<file path="src/rtl/pc_fetch_unit_if.sv">
// ID/hazard-side redirect bus and IF-side fetch outputs of the PC fetch unit.
// master: the ID stage / hazard unit / instruction memory side.
// slave: the PC fetch unit itself.
interface pc_fetch_unit_if #(
  parameter int unsigned ISA_WIDTH = 32
);
  logic                 no_op;
  logic                 mem_ready;
  logic [ISA_WIDTH-1:0] id_pc;
  logic                 pc_offset;
  logic [ISA_WIDTH-1:0] pc_offset_value;
  logic                 pc_overload;
  logic [ISA_WIDTH-1:0] pc_overload_value;
  logic [ISA_WIDTH-1:0] if_pc;
  logic [ISA_WIDTH-1:0] if_pc_4;
  logic                 fetch_valid;
  logic                 flush_if_id;
  logic                 redirect_pending;
  logic                 misalign_err;

  modport master (
    output no_op, mem_ready, id_pc, pc_offset, pc_offset_value, pc_overload,
           pc_overload_value,
    input  if_pc, if_pc_4, fetch_valid, flush_if_id, redirect_pending, misalign_err
  );

  modport slave (
    input  no_op, mem_ready, id_pc, pc_offset, pc_offset_value, pc_overload,
           pc_overload_value,
    output if_pc, if_pc_4, fetch_valid, flush_if_id, redirect_pending, misalign_err
  );
endinterface

</file>
<file path="src/rtl/pc_fetch_unit.sv">
// IF-stage program counter: sequential fetch, ID-stage branch/jump redirects,
// hazard stalls and instruction-memory wait states. A redirect that meets a
// busy memory is parked in a pending register so it is applied exactly once.
module pc_fetch_unit #(
  parameter int unsigned          ISA_WIDTH = 32,
  parameter logic [ISA_WIDTH-1:0] PC_RESET  = '0
) (
  input logic             clk,
  input logic             rst_n,
  pc_fetch_unit_if.slave  bus
);

  typedef enum logic [0:0] {StRun, StPending} state_e;

  localparam logic [ISA_WIDTH-1:0] PcStep = ISA_WIDTH'(4);

  state_e               state_q, state_d;
  logic [ISA_WIDTH-1:0] if_pc_q, if_pc_d;
  logic [ISA_WIDTH-1:0] pending_q, pending_d;
  logic                 misalign_q, misalign_d;
  logic                 first_q;

  logic                 redirect;
  logic [ISA_WIDTH-1:0] target;

  // Redirect target: jumps take priority over branches; branch offset is in words.
  always_comb begin
    redirect = bus.pc_overload | bus.pc_offset;
    if (bus.pc_overload) begin
      target = {bus.pc_overload_value[ISA_WIDTH-1:2], 2'b00};
    end else begin
      target = bus.id_pc + PcStep + (bus.pc_offset_value << 2);
    end
  end

  // State and datapath registers; first_q marks the cycle right after reset release.
  always_ff @(posedge clk or negedge rst_n) begin
    if (!rst_n) begin
      state_q    <= StRun;
      if_pc_q    <= PC_RESET;
      pending_q  <= '0;
      misalign_q <= 1'b0;
      first_q    <= 1'b1;
    end else begin
      state_q    <= state_d;
      if_pc_q    <= if_pc_d;
      pending_q  <= pending_d;
      misalign_q <= misalign_d;
      first_q    <= 1'b0;
    end
  end

  // Next-state: stalls hold everything in RUN; PENDING ignores stall and redirects.
  always_comb begin
    state_d    = state_q;
    if_pc_d    = if_pc_q;
    pending_d  = pending_q;
    misalign_d = misalign_q;
    unique case (state_q)
      StRun: begin
        if (!bus.no_op) begin
          if (redirect) begin
            if (bus.mem_ready) begin
              if_pc_d = target;
            end else begin
              pending_d = target;
              state_d   = StPending;
            end
            if (bus.pc_overload && (bus.pc_overload_value[1:0] != 2'b00)) begin
              misalign_d = 1'b1;
            end
          end else if (bus.mem_ready) begin
            if_pc_d = if_pc_q + PcStep;
          end
        end
      end
      StPending: begin
        if (bus.mem_ready) begin
          if_pc_d = pending_q;
          state_d = StRun;
        end
      end
      default: state_d = StRun;
    endcase
  end

  // Outputs: flush on an accepted redirect and for every cycle spent in PENDING.
  always_comb begin
    bus.if_pc            = if_pc_q;
    bus.if_pc_4          = if_pc_q + PcStep;
    bus.misalign_err     = misalign_q;
    bus.redirect_pending = (state_q == StPending);
    bus.flush_if_id      = 1'b0;
    bus.fetch_valid      = 1'b0;
    unique case (state_q)
      StRun: begin
        bus.flush_if_id = ~bus.no_op & redirect;
        bus.fetch_valid = ~first_q & bus.mem_ready & ~bus.no_op;
      end
      StPending: begin
        bus.flush_if_id = 1'b1;
      end
      default: ;
    endcase
  end

endmodule

</file>
<file path="src/flat_wrapper.sv">
// flat-port wrapper written by rule: the top's interface ports become plain ports
module pc_fetch_unit_flat 
#(
  parameter int unsigned          ISA_WIDTH = 32,
  parameter logic [ISA_WIDTH-1:0] PC_RESET  = '0
)
  (clk, rst_n, bus_no_op, bus_mem_ready, bus_id_pc, bus_pc_offset, bus_pc_offset_value, bus_pc_overload, bus_pc_overload_value, bus_if_pc, bus_if_pc_4, bus_fetch_valid, bus_flush_if_id, bus_redirect_pending, bus_misalign_err);
  pc_fetch_unit_if #(.ISA_WIDTH(ISA_WIDTH)) bus_i ();
  input logic clk;
  input logic rst_n;
  input wire logic [$bits(bus_i.no_op)-1:0] bus_no_op;
  input wire logic [$bits(bus_i.mem_ready)-1:0] bus_mem_ready;
  input wire logic [$bits(bus_i.id_pc)-1:0] bus_id_pc;
  input wire logic [$bits(bus_i.pc_offset)-1:0] bus_pc_offset;
  input wire logic [$bits(bus_i.pc_offset_value)-1:0] bus_pc_offset_value;
  input wire logic [$bits(bus_i.pc_overload)-1:0] bus_pc_overload;
  input wire logic [$bits(bus_i.pc_overload_value)-1:0] bus_pc_overload_value;
  output wire logic [$bits(bus_i.if_pc)-1:0] bus_if_pc;
  output wire logic [$bits(bus_i.if_pc_4)-1:0] bus_if_pc_4;
  output wire logic [$bits(bus_i.fetch_valid)-1:0] bus_fetch_valid;
  output wire logic [$bits(bus_i.flush_if_id)-1:0] bus_flush_if_id;
  output wire logic [$bits(bus_i.redirect_pending)-1:0] bus_redirect_pending;
  output wire logic [$bits(bus_i.misalign_err)-1:0] bus_misalign_err;
  assign bus_i.no_op = bus_no_op;
  assign bus_i.mem_ready = bus_mem_ready;
  assign bus_i.id_pc = bus_id_pc;
  assign bus_i.pc_offset = bus_pc_offset;
  assign bus_i.pc_offset_value = bus_pc_offset_value;
  assign bus_i.pc_overload = bus_pc_overload;
  assign bus_i.pc_overload_value = bus_pc_overload_value;
  assign bus_if_pc = bus_i.if_pc;
  assign bus_if_pc_4 = bus_i.if_pc_4;
  assign bus_fetch_valid = bus_i.fetch_valid;
  assign bus_flush_if_id = bus_i.flush_if_id;
  assign bus_redirect_pending = bus_i.redirect_pending;
  assign bus_misalign_err = bus_i.misalign_err;
  pc_fetch_unit #(.ISA_WIDTH(ISA_WIDTH), .PC_RESET(PC_RESET)) u_core (.clk(clk), .rst_n(rst_n), .bus(bus_i));
endmodule
</file>
<file path="config.mk">
export PLATFORM = sky130hd
export DESIGN_NAME = pc_fetch_unit_flat
export DESIGN_NICKNAME = d
export VERILOG_FILES = /design/src/rtl/pc_fetch_unit_if.sv /design/src/rtl/pc_fetch_unit.sv /design/src/flat_wrapper.sv
export SDC_FILE = /design/constraint.sdc
export NUM_CORES = 1
export LEC_CHECK = 0
export CAP_MARGIN = 40
export CORE_UTILIZATION = 46
export CTS_BUF_LIST = sky130_fd_sc_hd__clkbuf_4
export CTS_CLUSTER_SIZE = 14
export DETAILED_ROUTE_END_ITERATION = 10
export GPL_TIMING_DRIVEN = 0
export HOLD_SLACK_MARGIN = 0.1
export PLACE_DENSITY = 0.78
export SLEW_MARGIN = 20
export SYNTH_ARGS = -nofsm -noshare
export SYNTH_HDL_FRONTEND = slang
export SYNTH_SLANG_ARGS = --single-unit
</file>
<file path="constraint.sdc">
create_clock -name clk -period 2.1 [get_ports clk]
set_input_delay 0.315 -clock clk [delete_from_list [all_inputs] [get_ports clk]]
set_output_delay 0.315 -clock clk [all_outputs]
set_load 0.005 [all_outputs]
</file>
==> summary.txt <==
Share of cells above drive strength 1: 40.5%
Worst skew pair latency: 460 ps
Max_cap viols: 0
Seq/Total Area, Yosys: 27.0%
CP Max Fanout: 5
First-pass GRT wire length: 40.0 mm
Die Y: 118 um
Final ANT Viol Nets: 0
Seq. cell area: 1690 um2
Skew final: 22.1 ps
Routed WL: 26.6 mm
DR vias: 7825
Total track usage: 36.8%
1st-iter DRT viols: 1077
Layout area overhead: 71.3%
Worst path top cell family by delay: simple AND/OR/NAND/NOR gates
CP Launch Type: flop
Cts bufs inserted: 9
Synth async-reset ratio: 100%
GPL Wtd Cong: 0.980
CP Capture Type: output pin
Clock Tree Buf Depth: 2
Max Clock Freq: 0.380 GHz
Static Leak: 4.67 nW
DRC violation count after routing: 1
Dpl hpwl: 16.7 mm
Distinct cell type count after synthesis: 68
Power density cells: 625 nW/um2
Max_slew headroom: 46.9%
Filler instances: 772
Pint: 3.94 mW
Grt ovf: 0
Clk pwr share: 13.3%
Final worst path period need: 2630 ps
H-tree Lvls: 3
Syn Area/Cell: 8.11 um2
Vias/cell: 6.32
Critical path class: reg2out
Mapped cell area: 6210 um2
Setup Viol. Count Final: 60
Sw Share: 40.7%
Core area: 13200 um2
Slew Viols, Final: 0
Comb pwr share: 57.7%
CTS tree: done
Worst-path cell chain: and4_1 -> buf_6 -> nand3_4 -> nor3_4 -> buf_6 -> nand2_8 -> nor3_4 -> xor2_1 -> buf_2
Iteration count of the initial detailed-routing pass: 11
Req. time, crit path: 1780 ps
Row Count: 42
Post-synthesis register bit count: 67
Fin. Hold Viols: 0
Synthesized Nets: 927
Fin util: 80.6%
Vias in the first global route: 7433
Slowest stage cell, crit path: dfrtp_1
Failing checks: design-rule violations, negative setup slack
Hold Path Class: in2async
Cells after Synth: 766
Starting density of the core: 47.1%
Tcrit/Tclk final: 125%
Worst Tran Pin Value: 797 ps
Peak VDD IR: 0.299 mV
Root buffer cell: clkbuf_4
Largest net degree at the start of global routing: 39
Ports: 170
Final worst setup slack: -533 ps
Final nets: 1218
Most used flip-flop cell after synthesis: dfrtp_1
Worst EP arrival: 2320 ps
Worst stage delay on the critical path: 390 ps
Status: finished with violations
Total Power: 6.65 mW
RSZ-0062 raised after global routing: yes
Synth warn: 0
Port bufs: 167
Final TNS setup: -15150 ps
Reg clk slew, reported paths: 130 ps
EDFF count, synth: 0
Multi-input logic area: 5720 um2
WL/cell: 21.5 um
Net Switching: 2.70 mW
Sequential power share: 29.0%
Initial antenna violation count: 1
Horiz. Die Dim: 118 um
Clock sinks: 67
Die Footprint: 14000 um2
Crit path buffers/inverters: 3
==> path summary, 6_finish.rpt <==
kind / start / to / slack [ps] / cells past startpoint
max: u_core.bus.if_pc[6] / bus_if_pc_4[30] / -530 / 9
min reg2reg: u_core.bus.misalign_err / u_core.bus.misalign_err / 470 / 2
min in group clk: bus_id_pc[3] / u_core.pending_q[3] / 440 / 5
min: rst_n / u_core.pending_q[3] / 340 / 2
max reg2reg: u_core.bus.if_pc[19] / u_core.bus.if_pc[31] / -220 / 9
max in group asynchronous: rst_n / u_core.first_q / 1140 / 3
==> placed cells by master (no fill, tap or decap), types with 7 or more instances in the layout <==
cell type	instances
dfrtp_1	57
o21ai_1	24
ha_4	46
xor2_2	7
and3_1	22
dfrtp_2	9
xor2_1	12
clkbuf_1	12
buf_4	94
dlygate4sd2_1	14
inv_1	14
nor2_1	48
o21ai_0	32
a21o_1	17
a31oi_1	11
buf_6	48
mux2i_1	15
a21oi_2	15
nand3_1	20
o22ai_1	7
o21ai_2	9
ha_1	7
clkbuf_2	11
nand3_4	10
nand4_1	11
nand2_1	73
clkdlybuf4s50_1	87
o21a_1	10
buf_2	46
clkbuf_4	12
xnor2_2	22
a21oi_1	66
and3_4	7
==> timing repair <==
action                                  4_1_cts  5_1_grt
endpoints found under the setup margin       95       76
buffers inserted                             96       35
endpoints found under the hold margin        29        0
pin swaps                                   153      103
hold buffers                                  1        0
resized for setup                           450       78
==> kinds of logic after synthesis <==
| logic type | after synthesis | synth area share, % |
|---|---|---|
| other | 1 | 0.0604 |
| XOR/XNOR | 50 | 7.05 |
| buffers and inverters | 68 | 5.50 |
| adder cells (fa/ha/maj) | 59 | 12.0 |
| flip-flops | 67 | 27.0 |
| multiplexers | 16 | 2.58 |
| AND/OR/NAND/NOR | 250 | 20.1 |
| AO/OA/AOI/OAI | 255 | 25.7 |
==> flip-flops by register name, summed over array words and instances, names as in the netlist <==
| register | flops |
|---|---|
| u_core.first_q | 1 |
| u_core.bus.if_pc | 32 |
| u_core.pending_q | 32 |
| u_core.bus.redirect_pending | 1 |
| u_core.bus.misalign_err | 1 |
==> stage by stage <==
step | hold WS (ps) | area (um2) | setup slack [ps] | instances
3_3_place_gp | 442 | 8640 | -1680 | 1109
4_1_cts | 370 | 10200 | -452 | 1213
5_1_grt | 370 | 10600 | -584 | 1239
2_1_floorplan | 19.4 | 6740 | -508 | 766
6_report | 340 | 10600 | -533 | 1239
3_5_place_dp | 277 | 8660 | -1420 | 1111
==> per-layer routing <==
layer	routed length, um	up-vias	GRT usage, %	part of all wire [%]
li1	-	3383	-	-
met1	9890	3736	47.6	37
met2	12400	580	58.9	47
met3	3100	126	7.53	12
met4	1180	0	17.5	4.4
met5	0	-	0	0
==> power groups by stage <==
stage | clock network (mW) | logic, mW | registers (mW)
CTS | 0.856 | 3.48 | 1.88
finish | 0.887 | 3.83 | 1.92
global route | 0.929 | 4.06 | 1.95
detailed placement | 0 | 2.85 | 1.92
floorplan | 0 | 1.57 | 1.85
global placement | 0 | 2.82 | 1.91
==> cell usage after synthesis (all sizes together), types with 4 or more instances <==
master | number | area [um2]
a211oi | 11 | 92.6
a21o | 20 | 153
a21oi | 84 | 420
a31oi | 16 | 100
and2 | 8 | 50.1
and3 | 30 | 188
and4 | 6 | 52.6
buf | 11 | 75.1
clkbuf | 38 | 183
dfrtp | 66 | 1650
ha | 58 | 726
inv | 17 | 63.8
mux2i | 16 | 160
nand2 | 78 | 293
nand2b | 4 | 25.0
nand3 | 31 | 160
nand4 | 12 | 90.1
nor2 | 54 | 203
nor2b | 5 | 31.3
nor3 | 10 | 66.3
o211ai | 6 | 45.0
o21a | 10 | 75.1
o21ai | 66 | 342
o221ai | 5 | 43.8
o22ai | 8 | 50.1
o31ai | 4 | 30.0
or3 | 4 | 30.0
xnor2 | 27 | 236
xor2 | 23 | 201
==> cell type report <==
class / count / area share (%)
multi-input cells: 631 / 53.8
repair buffers: 292 / 23.9
flip-flops and latches: 67 / 15.9
plain buffers: 39 / 2.54
well taps: 176 / 2.07
clock buffers: 10 / 0.706
inverters: 17 / 0.623
clock inverters: 6 / 0.541
diodes: 1 / 0.0235
Power figures use the tool's default switching activity.
